<file path="config.mk">
export PLATFORM = sky130hd
export DESIGN_NAME = flash_read_framer_flat
export DESIGN_NICKNAME = d
export VERILOG_FILES = /design/src/rtl/flash_read_framer_if.sv /design/src/rtl/flash_read_framer.sv /design/src/flat_wrapper.sv
export SDC_FILE = /design/constraint.sdc
export NUM_CORES = 1
export LEC_CHECK = 0
export CAP_MARGIN = 25
export CORE_UTILIZATION = 43
export DETAILED_ROUTE_END_ITERATION = 8
export PLACE_DENSITY = 0.66
export SYNTH_ARGS = -nofsm -noshare
export SYNTH_HDL_FRONTEND = slang
export SYNTH_SLANG_ARGS = --single-unit
</file>
<file path="constraint.sdc">
create_clock -name system_clk -period 3.4 [get_ports system_clk]
set_input_delay 0.68 -clock system_clk [delete_from_list [all_inputs] [get_ports system_clk]]
set_output_delay 0.68 -clock system_clk [all_outputs]
set_load 0.02 [all_outputs]
</file>
<file path="src/rtl/flash_read_framer_if.sv">
//------------------------------------------------------------------------------
// flash_read_framer_if : byte-FIFO pop port and framed output stream
// Rev 1.0
//------------------------------------------------------------------------------
`default_nettype none

interface flash_read_framer_if;
  logic       fifo_empty;
  logic [7:0] fifo_data;
  logic       fifo_read_req;
  logic [7:0] out_data;
  logic       out_valid;
  logic       out_ready;

  modport master (
    input  fifo_empty, fifo_data, out_ready,
    output fifo_read_req, out_data, out_valid
  );

  modport slave (
    output fifo_empty, fifo_data, out_ready,
    input  fifo_read_req, out_data, out_valid
  );
endinterface

`default_nettype wire

</file>
<file path="src/rtl/flash_read_framer.sv">
//------------------------------------------------------------------------------
// flash_read_framer : drains the flash byte FIFO into SYNC/SEQ/LEN/payload
// frames; optional trailing XOR byte when FRAME_CHECKSUM_EN is defined.
// Rev 1.0
//------------------------------------------------------------------------------
`default_nettype none

module flash_read_framer #(
  parameter int         FRAME_LEN = 16,
  parameter logic [7:0] SYNC_BYTE = 8'hA5
) (
  input  logic        system_clk,
  input  logic        system_reset,
  input  logic        start,
  input  logic [31:0] total_bytes,
  flash_read_framer_if.master bus,
  output logic        busy,
  output logic        done,
  output logic [15:0] frame_cnt
);

  localparam logic [31:0] FRAME_LEN_W = 32'(FRAME_LEN);
  localparam logic [7:0]  FRAME_LEN_B = 8'(FRAME_LEN);

  typedef enum logic [3:0] {
    S_IDLE = 4'd0,
    S_SYNC = 4'd1,
    S_SEQ  = 4'd2,
    S_LEN  = 4'd3,
    S_POP  = 4'd4,
    S_WAIT = 4'd5,
    S_PAY  = 4'd6,
    S_FIN  = 4'd7
`ifdef FRAME_CHECKSUM_EN
    , S_CHK = 4'd8
`endif
  } state_t;

  state_t      state_q, state_d;
  logic [31:0] remaining_q, remaining_d;
  logic [7:0]  cnt_q, cnt_d;
  logic [7:0]  seq_q, seq_d;
  logic [7:0]  data_q, data_d;
  logic [15:0] frame_cnt_q, frame_cnt_d;
`ifdef FRAME_CHECKSUM_EN
  logic [7:0]  chk_q, chk_d;
`endif
  logic [7:0]  len_w;

  // remaining is frozen through the header, so LEN can be derived live
  assign len_w = (remaining_q < FRAME_LEN_W) ? remaining_q[7:0] : FRAME_LEN_B;

  always_ff @(posedge system_clk) begin
    if (system_reset) begin
      state_q     <= S_IDLE;
      remaining_q <= '0;
      cnt_q       <= '0;
      seq_q       <= '0;
      data_q      <= '0;
      frame_cnt_q <= '0;
`ifdef FRAME_CHECKSUM_EN
      chk_q       <= '0;
`endif
    end else begin
      state_q     <= state_d;
      remaining_q <= remaining_d;
      cnt_q       <= cnt_d;
      seq_q       <= seq_d;
      data_q      <= data_d;
      frame_cnt_q <= frame_cnt_d;
`ifdef FRAME_CHECKSUM_EN
      chk_q       <= chk_d;
`endif
    end
  end

  always_comb begin
    state_d           = state_q;
    remaining_d       = remaining_q;
    cnt_d             = cnt_q;
    seq_d             = seq_q;
    data_d            = data_q;
    frame_cnt_d       = frame_cnt_q;
`ifdef FRAME_CHECKSUM_EN
    chk_d             = chk_q;
`endif
    bus.fifo_read_req = 1'b0;
    bus.out_valid     = 1'b0;
    bus.out_data      = 8'h00;

    case (state_q)
      S_IDLE: begin
        if (start) begin
          remaining_d = total_bytes;
          seq_d       = 8'h00;
          frame_cnt_d = 16'h0000;
          state_d     = (total_bytes == 32'd0) ? S_FIN : S_SYNC;
        end
      end
      S_SYNC: begin
        bus.out_valid = 1'b1;
        bus.out_data  = SYNC_BYTE;
`ifdef FRAME_CHECKSUM_EN
        chk_d         = 8'h00;
`endif
        if (bus.out_ready) state_d = S_SEQ;
      end
      S_SEQ: begin
        bus.out_valid = 1'b1;
        bus.out_data  = seq_q;
        if (bus.out_ready) begin
`ifdef FRAME_CHECKSUM_EN
          chk_d   = chk_q ^ seq_q;
`endif
          state_d = S_LEN;
        end
      end
      S_LEN: begin
        bus.out_valid = 1'b1;
        bus.out_data  = len_w;
        if (bus.out_ready) begin
          cnt_d   = len_w;
`ifdef FRAME_CHECKSUM_EN
          chk_d   = chk_q ^ len_w;
`endif
          state_d = S_POP;
        end
      end
      S_POP: begin
        if (!bus.fifo_empty) begin
          bus.fifo_read_req = 1'b1;
          state_d           = S_WAIT;
        end
      end
      S_WAIT: begin
        data_d  = bus.fifo_data;
        state_d = S_PAY;
      end
      S_PAY: begin
        bus.out_valid = 1'b1;
        bus.out_data  = data_q;
        if (bus.out_ready) begin
          remaining_d = remaining_q - 32'd1;
          cnt_d       = cnt_q - 8'd1;
`ifdef FRAME_CHECKSUM_EN
          chk_d       = chk_q ^ data_q;
          state_d     = (cnt_q == 8'd1) ? S_CHK : S_POP;
`else
          if (cnt_q == 8'd1) begin
            frame_cnt_d = frame_cnt_q + 16'd1;
            seq_d       = seq_q + 8'd1;
            state_d     = (remaining_q == 32'd1) ? S_FIN : S_SYNC;
          end else begin
            state_d = S_POP;
          end
`endif
        end
      end
`ifdef FRAME_CHECKSUM_EN
      S_CHK: begin
        bus.out_valid = 1'b1;
        bus.out_data  = chk_q;
        if (bus.out_ready) begin
          frame_cnt_d = frame_cnt_q + 16'd1;
          seq_d       = seq_q + 8'd1;
          state_d     = (remaining_q == 32'd0) ? S_FIN : S_SYNC;
        end
      end
`endif
      S_FIN: begin
        state_d = S_IDLE;
      end
      default: begin
        state_d = S_IDLE;
      end
    endcase
  end

  assign busy      = (state_q != S_IDLE);
  assign done      = (state_q == S_FIN);
  assign frame_cnt = frame_cnt_q;

endmodule

`default_nettype wire

</file>
<file path="src/flat_wrapper.sv">
// flat-port wrapper written by rule: the top's interface ports become plain ports
module flash_read_framer_flat 
#(
  parameter int         FRAME_LEN = 16,
  parameter logic [7:0] SYNC_BYTE = 8'hA5
)
  (system_clk, system_reset, start, total_bytes, busy, done, frame_cnt, bus_fifo_empty, bus_fifo_data, bus_out_ready, bus_fifo_read_req, bus_out_data, bus_out_valid);
  flash_read_framer_if bus_i ();
  input  logic system_clk;
  input  logic system_reset;
  input  logic start;
  input  logic [31:0] total_bytes;
  output logic busy;
  output logic done;
  output logic [15:0] frame_cnt;
  input wire logic [$bits(bus_i.fifo_empty)-1:0] bus_fifo_empty;
  input wire logic [$bits(bus_i.fifo_data)-1:0] bus_fifo_data;
  input wire logic [$bits(bus_i.out_ready)-1:0] bus_out_ready;
  output wire logic [$bits(bus_i.fifo_read_req)-1:0] bus_fifo_read_req;
  output wire logic [$bits(bus_i.out_data)-1:0] bus_out_data;
  output wire logic [$bits(bus_i.out_valid)-1:0] bus_out_valid;
  assign bus_i.fifo_empty = bus_fifo_empty;
  assign bus_i.fifo_data = bus_fifo_data;
  assign bus_i.out_ready = bus_out_ready;
  assign bus_fifo_read_req = bus_i.fifo_read_req;
  assign bus_out_data = bus_i.out_data;
  assign bus_out_valid = bus_i.out_valid;
  flash_read_framer #(.FRAME_LEN(FRAME_LEN), .SYNC_BYTE(SYNC_BYTE)) u_core (.system_clk(system_clk), .system_reset(system_reset), .start(start), .total_bytes(total_bytes), .bus(bus_i), .busy(busy), .done(done), .frame_cnt(frame_cnt));
endmodule
</file>
==> results of run 1 <==
power groups by stage:
stage	clock network [W]	registers (W)	logic (W)
after global routing	0.000841	0.00121	0.00212
after floorplan	0	0.00113	0.00135
after detailed placement	0	0.00120	0.00188
after CTS	0.000788	0.00118	0.00190
final	0.000783	0.00118	0.00195
after global placement	0	0.00118	0.00186
kinds of logic (layout without fill, tap and decap cells):
logic type               count (synthesis)  in the layout  share of synthesized area
AO/OA/AOI/OAI                          152            152                      0.214
XOR/XNOR                                21             21                     0.0406
adder cells (fa/ha/maj)                  6              6                     0.0166
buffers and inverters                   56            126                     0.0535
flip-flops                              75             75                      0.331
multiplexers                            11             11                     0.0243
AND/OR/NAND/NOR                        274            274                      0.320
cell usage in the layout (no fill, tap or decap), types with 11 or more instances in the layout:
| master | instances |
|---|---|
| a31oi_1 | 22 |
| and3_1 | 12 |
| or3_1 | 12 |
| inv_1 | 11 |
| clkdlybuf4s50_1 | 67 |
| nand3_1 | 31 |
| xor2_1 | 19 |
| mux2i_1 | 11 |
| nor2_1 | 70 |
| nand4_1 | 20 |
| nand2_1 | 48 |
| o21ai_0 | 33 |
| a21oi_1 | 45 |
| nor4_1 | 14 |
| buf_4 | 27 |
| nor3_1 | 16 |
| dfxtp_1 | 75 |
metrics by stage:
| stage | power [W] | instances |
|---|---|---|
| after global routing | 0.00417 | 801 |
| after global placement | 0.00304 | 783 |
| after detailed placement | 0.00308 | 783 |
| final | 0.00392 | 801 |
| after floorplan | 0.00248 | 595 |
| after CTS | 0.00386 | 800 |
layout make-up:
cell class | count | area, um2
Multi-Input combinational cell | 464 | 2820
Clock buffer | 9 | 124
Fill cell | 978 | 4610
Inverter | 11 | 41.3
Clock inverter | 7 | 98.8
Sequential cell | 75 | 1500
Timing Repair Buffer | 99 | 917
Tap cell | 136 | 170
state kept, by name, summed over array words and instances (netlist names):
name / flops
u_core.cnt_q: 8
u_core.remaining_q: 32
u_core.seq_q: 8
u_core.frame_cnt: 16
u_core.data_q: 8
u_core.state_q: 3
how the worst max path moves through the flow:
stage	from	endpoint	slack, ns	cells past startpoint
detailed placement	u_core.remaining_q[24]	bus_out_data[1]	0.08	6
global placement	u_core.remaining_q[24]	bus_out_data[1]	0.11	6
finish	u_core.remaining_q[5]	bus_out_data[3]	0.08	7
global route	u_core.remaining_q[5]	bus_out_data[3]	0.002	7
CTS	u_core.remaining_q[24]	bus_out_data[1]	0.01	7
floorplan	u_core.remaining_q[16]	bus_out_data[0]	0.73	6
timing repair:
action	4_1_cts	5_1_grt
endpoints found under the setup margin	5	2
setup buffers	1	1
resized for setup	5	5
pin swaps	2	1
layer usage:
layer | up-vias | share of wire
met5 | - | 0
met4 | 0 | 0.015
met3 | 20 | 0.074
met2 | 201 | 0.46
met1 | 2214 | 0.45
li1 | 2322 | -
==> flow_metrics.tcl, run 1 <==
set metrics [dict create \
    p_sw_frac 0.439 \
    setup_tns_ns 0 \
    n_antenna_cell 0 \
    clock-root-buffer "clkbuf_8" \
    yosys_warnings 0 \
    io_buffers 72 \
    period_share 0.976 \
    synth_area_um2 4530 \
    crit_chain "or4_4, nor2_1, nand4_1, buf_4, o32ai_1, and2_1, dlygate4sd2_1" \
    worst-path-buf-inv 2 \
    grtUsageMet1 0.349 \
    cts_hold_buf 0 \
    setup_viol 0 \
    drtIter0Drc 390 \
    pin_count 73 \
    coreArea_um2 10300 \
    syn2layout_area_growth_pct 25.1 \
    ys_async_sr_fraction 0 \
    synthCells 595 \
    busiest_layer "met2" \
    netlist_top_cells_area "dfxtp_1 33%, nor2_1 6.0%, a21oi_1 5.0%" \
    clock_path_buffers 2 \
    ant_nets 0 \
    critPathRequiredTime_ns 2.72 \
    fin_ws_ns 0.0829 \
    synth_top_cells_by_count "75 x dfxtp_1, 72 x nor2_1, 48 x nand2_1" \
    die-height_um 105 \
    gp_congestion 0.866 \
    cts_tree "yes" \
    grt.overflow.total 0 \
    die_w_um 105 \
    antenna_found_initial 0 \
    status "finished clean" \
    worst_pin_slew_ns 0.876 \
    rsz0062_at_grt "false" \
    synth.largest_area_cell "dfxtp_1" \
    p_int_w 0.00220 \
    ir_drop_mv 0.372 \
    use_met2 0.404 \
    r2r_setup_slack_ns 0.96 \
    pwr-share-comb 0.498 \
    min_period_ns 3.32 \
    start_kind "register" \
    pwr-share-seq 0.302 \
    crit_arrival_ns 2.64 \
    synthesis.nets 646 \
    hold_depth 1 \
    via_per_inst 5.94 \
    grt_max_degree 45 \
    slowest_stage "or4_4" \
    synth_cell_types 68 \
    final_util 0.552 \
    cts_buffers 9 \
    synth_top_flop_cell "dfxtp_1" \
    drt_pass1_iterations 7 \
    die-area_um2 11000 \
    synth_top_area_frac 0.331 \
    fin_worst_skew_ns 0.00957 \
    worstReg2RegEnd "u_core.frame_cnt[15]" \
    synth_edf_count 0 \
    maxSlewViolCount 0 \
    max_stage_delay_ns 0.62 \
    crit_family "simple AND/OR/NAND/NOR gates" \
    finalHoldWorstSlack_ns 0.494 \
    nNetsFinal 711 \
    slew_headroom 0.412 \
    clk_pin_slew_ns 0.08 \
    end_kind "primary output" \
    post_drt_wl_per_cell_um 17.0 \
    min_path_type "register to register" \
    hpwl_mm 9.50 \
    core.rowCount 37 \
    min_delay_worst_endpoint "u_core.cnt_q[7]" \
    final_layout_size_suffix_gt1_frac 0.104 \
    route.detailed.drc 0 \
    initial_core_util 0.441 \
    grt_pass1_wl_mm 22.4 \
    avgSynthCellArea_um2 7.62 \
    timing.rr.start "u_core.cnt_q[2]" \
    max_cap_viol_count 0 \
    power.density_nw_per_um2 691 \
    critPathKind "register to primary output" \
    final_cell_area_um2 5670 \
    htree_levels 3 \
    crit_fanout 8 \
    hold_viol 0 \
    cts.sinks 75 \
    yosysMostFrequentCell "dfxtp_1" \
    p_clk_frac 0.200 \
    ff2ff_path_depth 5 \
    routed_wl_mm 13.6 \
    p_leak_nw 2.12 \
    worstSkewPairLatency_ns 0.36 \
    grt_pass1_vias 4530 \
    dp_slack_ns 0.0829 \
    track_usage 0.254 \
    dr_total_vias 4757 \
    use_met3 0.0455 \
    hold_path.startpoint "u_core.cnt_q[7]" \
    fmax_mhz 301 \
    post_dp_cell_area_um2 5420 \
    yosysSeqAreaShare 0.331 \
    p_switching_w 0.00172 \
    ys_ff_latch 75 \
]
Power figures use the tool's default switching activity.
==> run 2, diff against run 1 <==
- clock period: 3.4 -> 3.7 ns (I/O delays scaled with it)
==> flow_metrics.tcl, run 2 (synthesis gave the netlist of run 1 again) <==
set metrics [dict create \
    status "finished clean" \
    cts.sinks 75 \
    end_kind "primary output" \
    clk_pin_slew_ns 0.08 \
    setup_tns_ns 0 \
    hold_viol 0 \
    min_path_type "register to register" \
    cts_buffers 9 \
    final_cell_area_um2 5600 \
    hpwl_mm 9.24 \
    worstSkewPairLatency_ns 0.35 \
    pin_count 73 \
    critPathKind "register to primary output" \
    dp_slack_ns 0.255 \
    final_util 0.545 \
    core.rowCount 37 \
    crit_fanout 7 \
    largest-register "u_core.remaining_q" \
    io_buffers 72 \
    slew_headroom 0.398 \
    rsz0062_at_grt "false" \
    die_w_um 105 \
    min_period_ns 3.59 \
    cts_tree "yes" \
    period_share 0.970 \
    grt_pass1_vias 4346 \
    power.density_nw_per_um2 636 \
    die-area_um2 11000 \
    setup_viol 0 \
    worst_pin_slew_ns 0.897 \
    grt_max_degree 45 \
    cts_hold_buf 0 \
    crit_arrival_ns 2.85 \
    final_layout_size_suffix_gt1_frac 0.0844 \
    nNetsFinal 700 \
    ant_nets 0 \
    clock_path_buffers 2 \
    final_cell_mix "75 x dfxtp_1, 71 x nor2_1, 69 x clkdlybuf4s50_1" \
    post_drt_wl_per_cell_um 16.9 \
    clock-root-buffer "clkbuf_8" \
    htree_levels 3 \
    max_cap_viol_count 0 \
    drtIter0Drc 316 \
    fin_ws_ns 0.112 \
    drt_pass1_iterations 5 \
    p_leak_nw 2.09 \
    fmax_mhz 279 \
    gp_congestion 0.907 \
    power_w 0.00356 \
    syn2layout_area_growth_pct 23.6 \
    n_antenna_cell 0 \
    start_kind "register" \
    grt_pass1_wl_mm 21.6 \
    mostFrequentLayoutCell "dfxtp_1" \
    ir_drop_mv 0.348 \
    track_usage 0.246 \
    dr_total_vias 4782 \
    post_dp_cell_area_um2 5350 \
    antenna_found_initial 0 \
    via_per_inst 6.07 \
    route.detailed.drc 0 \
    routed_wl_mm 13.4 \
    largest_register_ffs 32 \
    die-height_um 105 \
    maxSlewViolCount 0 \
    fin_worst_skew_ns 0.00988 \
    initial_core_util 0.441 \
    coreArea_um2 10300 \
    critPathRequiredTime_ns 2.96 \
    grt.overflow.total 0 \
]
run 2: cell types whose count changed in the layout (fill, tap and decap cells not counted), sizes merged:
cell and change:
buf -11, dlygate4sd2 -3, clkdlybuf4s50 +2, dlymetal6s2s +2, inv -2, bufinv +1, clkbuf -1, clkinvlp -1
run 2: critical path, cell delays in order, from the launching register on:
cell             delay (ns)
dfxtp_1                0.36
or4_4                  0.60
nor3_2                 0.27
and4_4                 0.33
and3_1                 0.19
a221o_1                0.15
clkdlybuf4s50_1        0.60
run 2: cell type report:
class,count,area (um2)
clock buffer,9,124
inverter,11,41.3
sequential,75,1500
fill,1002,4680
clock inverter,5,104
tap,136,170
multi-input combinational,464,2810
timing repair buffer,88,848
run 2: through the flow:
step	hold slack, ns	std cells
2_1_floorplan	0.440	595
3_3_place_gp	0.456	773
3_5_place_dp	0.469	773
4_1_cts	0.486	788
5_1_grt	0.514	788
6_report	0.486	788
run 2: worst paths after layout:
kind | start | end | slack (ns) | cells past startpoint
hold reg to reg | u_core.cnt_q[7] | u_core.cnt_q[7] | 0.49 | 1
hold / removal | u_core.cnt_q[7] | u_core.cnt_q[7] | 0.49 | 1
setup / recovery | u_core.remaining_q[24] | bus_out_data[0] | 0.11 | 6
setup reg to reg | u_core.state_q[2] | u_core.remaining_q[25] | 1.15 | 7
run 2: what timing repair did:
item                       CTS  global route
resized for setup            2             4
gates cloned                 0             0
pin swaps                    1             1
buffers inserted             1             0
setup endpoints to repair    5             4
run 2: power by group:
part           total [W]  internal [W]  leakage [nW]  switching (W)
clock network   0.000751      0.000441         0.115       0.000310
registers        0.00113      0.000922         0.609       0.000205
logic            0.00168      0.000666          1.37        0.00102
total            0.00356       0.00203          2.09        0.00153
run 2: layer usage:
| metal | global-route usage | vias up | part of all wire |
|---|---|---|---|
| met4 | 0.101 | 0 | 0.019 |
| met1 | 0.331 | 2296 | 0.46 |
| li1 | - | 2301 | - |
| met2 | 0.383 | 167 | 0.46 |
| met3 | 0.0487 | 18 | 0.064 |
| met5 | 0 | - | 0 |
